<file path="config.mk">
export PLATFORM = sky130hd
export DESIGN_NAME = instr_fetch
export DESIGN_NICKNAME = d
export VERILOG_FILES = /design/src/rtl/instr_fetch.sv
export SDC_FILE = /design/constraint.sdc
export NUM_CORES = 1
export LEC_CHECK = 0
export CAP_MARGIN = 10
export CORE_ASPECT_RATIO = 0.8
export CORE_MARGIN = 8
export CORE_UTILIZATION = 65
export CTS_BUF_LIST = sky130_fd_sc_hd__clkbuf_8
export CTS_CLUSTER_DIAMETER = 50
export DETAILED_ROUTE_END_ITERATION = 7
export MAX_ROUTING_LAYER = met4
export PLACE_DENSITY_LB_ADDON = 0.2
export SETUP_SLACK_MARGIN = 0.02
export SLEW_MARGIN = 20
export SYNTH_ARGS = -nofsm -noshare
export SYNTH_HDL_FRONTEND = slang
export SYNTH_SLANG_ARGS = --single-unit
</file>
<file path="constraint.sdc">
create_clock -name clk -period 5.1 [get_ports clk]
set_input_delay 0.765 -clock clk [delete_from_list [all_inputs] [get_ports clk]]
set_output_delay 0.765 -clock clk [all_outputs]
set_load 0.1 [all_outputs]
</file>
<file path="src/rtl/instr_fetch.sv">
// instr_fetch: program-memory loader and sequential instruction fetcher.
// The FSM runs IDLE -> RUN -> DONE -> IDLE. A 4'hF opcode is a HALT and is
// never issued. Optional issue counter is enabled by INSTR_FETCH_COUNT_EN;
// without it issued_cnt is tied to zero.
module instr_fetch #(
  parameter int DEPTH = 16,
  parameter int AW    = 4
) (
  input  logic          clk,
  input  logic          rst_n,
  input  logic          load_en,
  input  logic [AW-1:0] load_addr,
  input  logic [7:0]    load_data,
  input  logic          start,
  input  logic          stall,
  output logic [7:0]    instr,
  output logic          instr_valid,
  output logic [AW-1:0] pc,
  output logic          busy,
  output logic          done,
  output logic [7:0]    issued_cnt
);

  localparam logic [1:0] S_IDLE = 2'd0;
  localparam logic [1:0] S_RUN  = 2'd1;
  localparam logic [1:0] S_DONE = 2'd2;

  logic [1:0]    r_state;
  logic [AW-1:0] r_pc;
  logic [7:0]    r_instr;
  logic          r_valid;
  logic [7:0]    r_mem [DEPTH];

  logic [7:0]    w_cur;
  logic          w_halt;
  logic          w_issue;
  logic          w_accept_start;

  assign w_cur          = r_mem[r_pc];
  assign w_halt         = (w_cur[7:4] == 4'hF);
  assign w_issue        = (r_state == S_RUN) && !stall && !w_halt;
  assign w_accept_start = (r_state == S_IDLE) && start;

  // Program memory: writable only while idle; reset clears every entry.
  always_ff @(posedge clk or negedge rst_n) begin
    if (!rst_n) begin
      for (int i = 0; i < DEPTH; i++) r_mem[i] <= 8'h00;
    end else if ((r_state == S_IDLE) && load_en) begin
      r_mem[load_addr] <= load_data;
    end
  end

  // Fetch FSM: the write and start on one edge leave mem[0] updated before
  // the first RUN-cycle fetch, so no bypass path is needed.
  always_ff @(posedge clk or negedge rst_n) begin
    if (!rst_n) begin
      r_state <= S_IDLE;
      r_pc    <= '0;
      r_instr <= 8'h00;
      r_valid <= 1'b0;
    end else begin
      case (r_state)
        S_IDLE: begin
          r_valid <= 1'b0;
          if (start) begin
            r_pc    <= '0;
            r_state <= S_RUN;
          end
        end
        S_RUN: begin
          if (stall) begin
            r_valid <= 1'b0;
          end else if (w_halt) begin
            r_valid <= 1'b0;
            r_state <= S_DONE;
          end else begin
            r_instr <= w_cur;
            r_valid <= 1'b1;
            r_pc    <= r_pc + {{(AW-1){1'b0}}, 1'b1};
          end
        end
        S_DONE: begin
          r_valid <= 1'b0;
          r_state <= S_IDLE;
        end
        default: begin
          r_valid <= 1'b0;
          r_state <= S_IDLE;
        end
      endcase
    end
  end

`ifdef INSTR_FETCH_COUNT_EN
  logic [7:0] r_cnt;

  // Issue counter: cleared by an accepted start, saturates at 255.
  always_ff @(posedge clk or negedge rst_n) begin
    if (!rst_n) begin
      r_cnt <= 8'h00;
    end else if (w_accept_start) begin
      r_cnt <= 8'h00;
    end else if (w_issue && (r_cnt != 8'hFF)) begin
      r_cnt <= r_cnt + 8'd1;
    end
  end

  assign issued_cnt = r_cnt;
`else
  logic w_unused;
  assign w_unused   = w_issue & w_accept_start;
  assign issued_cnt = 8'h00;
`endif

  assign instr       = r_instr;
  assign instr_valid = r_valid;
  assign pc          = r_pc;
  assign busy        = (r_state == S_RUN);
  assign done        = (r_state == S_DONE);

endmodule

</file>
# Yosys cells after proc, flatten, opt, wreduce, memory -nomap -nowiden

Index checks and enable logic that the tools add are counted.

Register bits: 143
Input bits: 17
Output and inout bits: 23
Word-level logic and storage cells: 59

Add/subtract/negate cells: 1
Magnitude comparators: 3
Eq/ne operators: 7
Multiplexer cells: 17
Bitwise gates (word level): 4
Reduce and logical (&&, ||, !) cells: 7

Operators by type and width:

| kind                | number |
|---|---|
| $bwmux 128          | 1 |
| $bmux 8 s4          | 1 |
| $demux 8 s4         | 1 |
| $mux 8              | 3 |
| $mux 4              | 3 |
| $ge 5x5->1 const B  | 2 |
| $not 4->5           | 2 |
| $pmux 4 s2          | 1 |
| $mux 2              | 3 |
| $ne 2x2->1 const B  | 3 |
| $reduce_and 3->1    | 2 |
| $lt 5x1->1 const B  | 1 |
| $add 4x1->4 const B | 1 |
| $eq 4x4->1 const B  | 1 |
| $pmux 2 s2          | 1 |
| $reduce_and 4->1    | 1 |
| $mux 1              | 3 |
| $eq 2x1->1 const B  | 1 |
| $eq 2x2->1 const B  | 1 |
| $logic_and 1x1->1   | 2 |
| $logic_not 2->1     | 1 |
| $ne 2x1->1 const B  | 1 |
| $not 1->1           | 2 |
| $reduce_bool 2->1   | 1 |

# Depth between registers and ports, before layout

Gate-level depths: netlist of run 1.

Depth in word-level cells: 8
Gate-level depth with buffers: 9
Depth with buffers taken out: 5

# Worst setup path after synthesis of run 1

OpenSTA, ideal clock, no wires.

Kind: reg2reg
From: register r_pc[0] (netlist: pc[0])
To: register r_instr[0] (netlist: instr[0])
Setup time: 0.126 ns
Arrival time: 2.776 ns
Data required time: 4.974 ns
Slack: 2.198 ns
Stages on the path, launching flop included: 9
Path buffers: 3
Period minus slack after synthesis: 2.902 ns
Path through: dfrtp_1 buf_6 buf_12 mux4_1 nand3_1 and4_1 o41a_1 buf_6 mux2_4

Longest elaborated chain between the ends: 7

RTL lines:

| item                                           | RTL line | source |
|---|---|---|
| from (decl)                                    | 29       | `logic [AW-1:0] r_pc;` |
| from (signal assigned)                         | 79       | `r_pc <= r_pc + {{(AW-1){1'b0}}, 1'b1};` |
| $not 4->5 (not written as such) (*)            | 39       | `assign w_cur = r_mem[r_pc];` |
| $bmux 8 s4 (*)                                 | 39       |  |
| $mux 8 (not written as such) (*) (2 in series) | 39       |  |
| $eq 4x4->1                                     | 40       | `assign w_halt = (w_cur[7:4] == 4'hF);` |
| $not 1->1 (no source line)                     | n/a      |  |
| $reduce_and 3->1 (no source line)              | n/a      |  |
| to (signal assigned)                           | 77       | `r_instr <= w_cur;` |
| to (decl)                                      | 30       | `logic [7:0] r_instr;` |

Mark *: on every way between the ends. The rest lies on a longest branch, timed or not. The select of a mux whose other input is x is not followed.
A chain may end at the register's enable or synchronous reset.

# Worst setup path after layout of run 1

From: register r_pc[0] (netlist: pc[0])
To: register r_instr[2] (netlist: instr[2])

The elaborated chain is that of the path after synthesis.

==> results of run 1 <==
==> metrics by stage <==
stage | utilization [%] | power, uW | hold WS (ps)
4_1_cts | 74.0 | 2960 | 448
6_report | 74.0 | 2950 | 386
5_1_grt | 74.0 | 3060 | 479
3_3_place_gp | 69.6 | 1960 | 480
3_5_place_dp | 69.6 | 1970 | 488
2_1_floorplan | - | 1800 | 469
==> worst paths after layout <==
| kind | startpoint | to | slack [ps] | cells after the start |
|---|---|---|---|---|
| max | pc[0] | instr[2] | 1710 | 6 |
| min | rst_n | r_mem[12] | 390 | 1 |
| max reg2reg | pc[0] | instr[2] | 1710 | 6 |
| min reg2reg | r_mem[85] | r_mem[85] | 500 | 1 |
| max in group asynchronous | rst_n | r_mem[42] | 3590 | 2 |
| min in group clk | r_mem[85] | r_mem[85] | 500 | 1 |
==> cells in the mapped netlist, drive strengths merged <==
| cell type | instances |
|---|---|
| ha | 1 |
| nand4 | 5 |
| nand2b | 5 |
| and4 | 4 |
| conb | 1 |
| a21o | 1 |
| nor2b | 6 |
| mux4 | 30 |
| a21oi | 2 |
| nor4 | 2 |
| buf | 18 |
| o21a | 1 |
| o21ai | 3 |
| a22oi | 2 |
| a221oi | 4 |
| clkbuf | 16 |
| mux2i | 8 |
| o211ai | 4 |
| nor3b | 1 |
| nor3 | 6 |
| inv | 4 |
| and2 | 1 |
| nand2 | 29 |
| and3 | 1 |
| o41ai | 4 |
| dfrtp | 143 |
| nand3 | 6 |
| nand3b | 1 |
| nor2 | 12 |
| or3b | 1 |
| o41a | 1 |
| mux2 | 136 |
==> state kept, by name, summed over array words and instances, names as in the netlist <==
name,flops
r_mem,128
instr,8
pc,4
r_state,2
instr_valid,1
==> final cells by class <==
class / instances / share of cell area, %
clock inverters: 11 / 2.14
repair buffers: 34 / 4.42
clock buffers: 21 / 3.83
well taps: 140 / 2.32
inverters: 4 / 0.199
flip-flops and latches: 143 / 47.4
multi-input cells: 285 / 39.7
==> where the power goes <==
part           internal, uW  leakage, uW  total [uW]  switching, uW
clock network           582     0.000231        1000            418
registers              1190      0.00196        1270           81.3
logic                   229      0.00144         676            447
total                  2000      0.00363        2950            946
==> routing by layer <==
layer / track usage (%) / part of all wire (%)
met3: 5.35 / 5.7
met4: 8.27 / 1.3
met2: 34.8 / 49
met5: - / 0
met1: 28.8 / 44
==> cells by family (layout without fill, tap and decap cells) <==
kind of cell,count (synthesis),after routing,share of synthesized area (%)
AOI/OAI and AO/OA,22,22,2.46
other,1,8,0.0554
muxes,174,174,34.8
buffers and inverters,38,70,3.24
adders and majority gates,1,1,0.185
DFF,143,143,52.9
and+or+nand+nor,80,80,6.38
==> results summary, run 1 <==
The starting DRC count in detailed routing is 313. The remaining global-route overflow came out at 0. After legalization and detailed placement, the total HPWL measured roughly 9.5 mm.

The initial core utilization came out at approximately 66%. The maximum fanout along the worst path came out at 27. The signal on the critical path passes through buf_4 -> mux4_2 -> nand3_1 -> and4_4 -> o41a_1 -> mux2_4. Setup repair after global routing left no endpoint under its margin. The total instance count after detailed placement is 606. The largest individual stage delay along the critical path comes from the cell sky130_fd_sc_hd__dfrtp_2. The diode insertion count for antenna repair came out at 0.

The number of setup buffers added after CTS is 0. Leaving out fill and tap cells, the most frequent cell in the layout is sky130_fd_sc_hd__dfrtp_1. Counting the buffers created by CTS gives 17. The number of hold violations in the final report came out at 0.

The mean cell area of the mapped netlist is 14.7 sq um. Leaving out fill and tap cells, the most frequent cells in the layout are sky130_fd_sc_hd__dfrtp_1, sky130_fd_sc_hd__mux2_2, sky130_fd_sc_hd__clkdlybuf4s50_1. The first global-routing pass estimated around 23 mm of wire.

The data arrival time of the critical path came out at about 3700 ps. The area of the die is approximately 14,000 sq um. The post-cts hold buffer count came out at 0. The flow ran to the end, and the final reports show no timing, DRC or antenna violations. The peak per-stage delay on the critical path is 880 ps. The number of design rule violations left after detail routing came out at 0. The detailed-route wire length per cell is between 20 and 25 um. The final count of pins violating max slew came out at 0. Across the VDD grid, the largest voltage drop is 0.222 mV.

The post-detailed-route via-to-cell ratio came out at approximately 6.2. The standby leakage power is 0.00363 uW. The final route contains roughly 4,000 vias. Counting the fill cells in the layout gives about 670. The number of different library cells used by synthesis comes to 43. Across the routed clock network, the largest skew measured is 15.1 ps.

The clock net in this run drives a total of 143 sinks. In the post-synthesis netlist, the biggest area contributors are sky130_fd_sc_hd__dfrtp_1, sky130_fd_sc_hd__mux2_2, sky130_fd_sc_hd__mux4_2. Relative to the synthesized area, the layout overhead comes to 11.6%. The clock latency of the later-clocked register in the worst-skew pair is between 400 and 500 ps. The I/O pin count is 40. The global-route usage over all layers is 22.6%. The sequential standard cell area is approximately 3600 sq um. The final sum of negative setup slack came out at 0 ps. The clock-pin slew reported for the worst setup and hold paths after clock tree synthesis came out at approximately 80 ps. At the placement stage, the worst setup path has a slack of 1690 ps.

The remaining antenna violation count is 0. The worst path uses about two thirds of the clock period. The tool flagged a number of max-cap violations equal to 0. The time the worst path needs with I/O delays and setup came out at roughly 3400 ps. Of the cells placed in the final design, the portion with a size suffix greater than 1 is between 30% and 40%. The initial antenna violation count came out at 0. The worst setup margin is between 1500 and 2000 ps. In this run the cell area measured after placement is around 7100 sq um. Power spread over the standard cell area amounts to around 400 nW/um^2. The cell row count came out at 33.

The via count of the first global-routing pass came out at 4,215. The maximum number of pins on one net before global-route repair came out at slightly above 100. sky130_fd_sc_hd__dfrtp_1 takes more of the synthesized area than any other cell. The number of buffer and inverter instances along the worst setup path came out at 1. The cell area that synthesis handed to floorplanning was roughly 6800 sq um. The data required time at the worst endpoint came out at roughly 5400 ps.

The die is 107 um tall. TritonCTS built the clock tree. The maximum clock insertion buffer count is 2. The relative slew slack came out at 34.2%. Leaving out filler cells and counting taps, the final layout contains approximately 640. STA classifies the critical path startpoint as a register. The quantity of I/O buffers inserted on ports came out at 31. The count of state elements after synthesis came out at about 140. In this run the number of H-tree levels came out at 4. The tightest min-delay check is of the in2async type. The worst setup path is captured at a register. The number of iterations in the first detailed-routing pass came out at 5. The total wire length after detailed routing came out at roughly 14 mm. The core region is 10,200 sq um. The top cell family by delay on the critical path is multiplexers. The quantity of gates resized following cts came out at 0.

In this run the biggest area consumer among cell types represents between 50% and 60% of the synthesized area. From left edge to right edge, the die measures 130 um. In this run the clock root is driven by a sky130_fd_sc_hd__clkbuf_8. The area of the multi-input gates is approximately 3000 sq um. The slew of the pin with the lowest slew margin is around 980 ps. By startpoint and endpoint, the worst setup path is classified as reg2reg.

The number of failing setup endpoints in the final timing report is 0. Yosys printed 0 warnings. After the last flow step, the layout net total stands at between 500 and 600. The placer's final routability congestion estimate came out at about 0.82.

The post-layout instance area came out at between 7000 and 8000 sq um. Sequential elements use between 50% and 60% of the synthesized area. The fmax is 295 MHz.

The cell count after synthesis came out at around 460.
No activity file was read; power rests on OpenSTA's default activity.
==> inputs of run 2 (changes only) <==
--- a/config.mk
+++ b/config.mk
@@ -8,7 +8,7 @@
 export CAP_MARGIN = 10
 export CORE_ASPECT_RATIO = 0.8
 export CORE_MARGIN = 8
-export CORE_UTILIZATION = 65
+export CORE_UTILIZATION = 62
 export CTS_BUF_LIST = sky130_fd_sc_hd__clkbuf_8
 export CTS_CLUSTER_DIAMETER = 50
 export DETAILED_ROUTE_END_ITERATION = 7
==> constraint.sdc (replaced) <==
create_clock -name clk -period 3.2 [get_ports clk]
set_input_delay 0.48 -clock clk [delete_from_list [all_inputs] [get_ports clk]]
set_output_delay 0.48 -clock clk [all_outputs]
set_load 0.1 [all_outputs]
==> run 2 against run 1 <==
  * Total power is 60% higher
  * Via count grew 1.3%
  * Sequential cell count is the same
  * Final area grew 0.75%
  * Combinational power rose by 60%
  * Clock skew fell by 1.9 ps
  * Sequential power up 61%
  * Cell count is 2.4% higher
  * Critical endpoint is now instr[6]
  * Largest cell class unchanged
  * Highest routed layer unchanged
==> results summary, run 2 (same netlist as run 1, synthesis figures left out) <==
The run finished with clean final reports. The top cell types in the final layout, fill and taps aside, are sky130_fd_sc_hd__dfrtp_1, sky130_fd_sc_hd__mux2_2, sky130_fd_sc_hd__nand2_1. The endpoint identified for the worst register-to-register timing path is instr[6]. The fraction of final layout cells with drive strength greater than 1 came out at 44.0%. The standby leakage power came out at between 0.003 and 0.004 uW. Setup total negative slack on the finished layout was measured at 0 ps.

The peak per-stage delay on the critical path came out at roughly 730 ps. The half-perimeter wire length of the detailed placement result came out at 9.86 mm. The longest clock path from root to sink contains 2 buffers. The library cell used most frequently in the layout, excluding fill and tap cells, is sky130_fd_sc_hd__dfrtp_1. The number of failing setup endpoints in the final timing report came out at 0. The number of setup buffers added after CTS came out at 0.

The cell row count is 34. During I/O placement, the number of pins put on the boundary was 40. The slew of the pin with the lowest slew margin is between 900 and 1000 ps. The quantity of gates resized following cts came out at 0.

The worst hold slack after final layout came out at around 28 ps. The final count of pins violating max slew came to 0. Along the worst path, the maximum fanout reaches 21. Summed over all layers, the global routing overflow is 0. The critical path is of the reg2reg type.

TritonCTS built the clock tree. The number of iterations in the first detailed-routing pass is 4. The signal on the critical path passes through buf_4 -> mux4_1 -> nand2_1 -> and4_4 -> o41a_1 -> buf_4 -> mux2_4. The diode insertion count for antenna repair is 0. The layout overhead on the synthesized area is 12.4%. Power spread over the standard cell area amounts to between 600 and 700 nW/um^2. The slack of the worst reg-to-reg path came out at between 400 and 500 ps. The type of element launching the critical path is a register.

The post-cts hold buffer count is 0. The peak supply drop came out at approximately 0.41 mV. The clock-pin slew reported for the worst setup and hold paths after clock tree synthesis came out at ~80 ps. The quantity of I/O buffers inserted on ports came out at 31. The largest individual stage delay along the critical path comes from the cell sky130_fd_sc_hd__dfrtp_2. The floorplan step set the die height to about 110 um. More flip-flops sit in one register than any other, and that register is r_mem. The first-pass GRT wire length came out at ~23 mm. The portion of the clock cycle consumed by the worst path in the final layout is between 80% and 90%.

The detailed-route wire length per cell is around 22 um. The fmax is about 370 MHz. The remaining antenna violation count is 0. The total wire length after detailed routing is 14.3 mm. The number of vias after detailed routing came out at between 4,000 and 5,000. The data required time at the worst endpoint came out at 3530 ps. The initial antenna violation count came to 0. The maximum level of the CTS H-tree is 4. The final worst clock skew came out at about 13 ps.

Clock tree synthesis found a total of 143 sinks. The via count of the first global-routing pass came out at roughly 4,300. The initial core utilization is 62.9%. The post-detailed-route via-to-cell ratio is around 6.2. The floorplan step set the die width to 133 um. The worst hold path belongs to the class in2async.

Routability-driven placement finished with a final weighted congestion of around 0.85. The register with the most flip-flops in the layout has between 100 and 150 of them. The starting DRC count in detailed routing is around 300. The root buffer cell is sky130_fd_sc_hd__clkbuf_8. The clock latency of the later-clocked register in the worst-skew pair is roughly 450 ps. The relative slew slack is between 30% and 40%. Counting stages on the worst path, the most repeated cell is sky130_fd_sc_hd__buf_4. Setup repair after global routing left no endpoint under its margin. The worst path needs 2700 ps of the cycle, external delays included. The total clock buffers created by CTS came out at 17. The core region area came out at roughly 11,000 sq um. For this run, design rule violations remaining after detail routing come to 0. The area of the die came out at between 10,000 and 15,000 sq um.

The number of cell instances on the worst register-to-register path came out at 7. In the global route stage, overall resource usage came out at between 20% and 30%. The number of hold violations in the final report came out at 0.

The worst setup path is captured at a register. The number of violations of the max-capacitance limit came out at 0. The maximum number of pins on one net before global-route repair came out at 69. The data arrival time of the critical path came out at 3030 ps. The final layout net count is slightly above 500.

The startpoint of the most critical register-to-register path is pc[0].
## run 2: cell types whose count changed in the layout (fill, tap and decap cells not counted), sizes merged
cell           previous run  this run
clkbuf                   21        20
clkinv                    2         4
clkdlybuf4s50            30        16
buf                       4        29
inv                       7         6
## run 2: through the flow
stage,std cells,setup slack [ps],util (%),total power [uW],cell area [sq um]
detailed placement,621,290,66.6,3160,7160
global route,653,338,70.7,4870,7610
global placement,621,424,66.6,3140,7160
finish,653,497,70.7,4700,7610
CTS,653,495,70.7,4730,7610
floorplan,466,298,-,2870,6790
## run 2: worst max path at each step
stage,from,endpoint,cells past startpoint
after detailed placement,load_en,r_mem[99],5
after CTS,pc[0],instr[3],5
after floorplan,pc[0],instr[0],8
final,pc[0],instr[6],7
after global placement,load_en,r_mem[98],5
after global routing,pc[0],instr[6],7
## run 2: area by class of cell
cell class	count	area, sq um
Clock inverter	12	166
Fill cell	712	3160
Timing Repair Buffer	45	394
Tap cell	144	180
Clock buffer	20	275
Inverter	4	15.0
Multi-Input combinational cell	285	3000
Sequential cell	143	3580
## run 2: where the power goes
group | internal (uW) | switching [uW]
Combinational | 368 | 714
Clock | 903 | 670
Sequential | 1890 | 152
Total | 3160 | 1540
## run 2: critical path, delay by kind of cell (launching register included)
kind            cells  cell delay [ps]
mux                 2              870
flops               1              730
buf+inv             2              430
compound gates      1              180
simple gates        2              370
## run 2: metal layers
metal,routed length (um),track usage (%)
met1,6470,26.7
met2,6950,35.2
met3,675,5.98
met4,215,7.68
met5,0,-
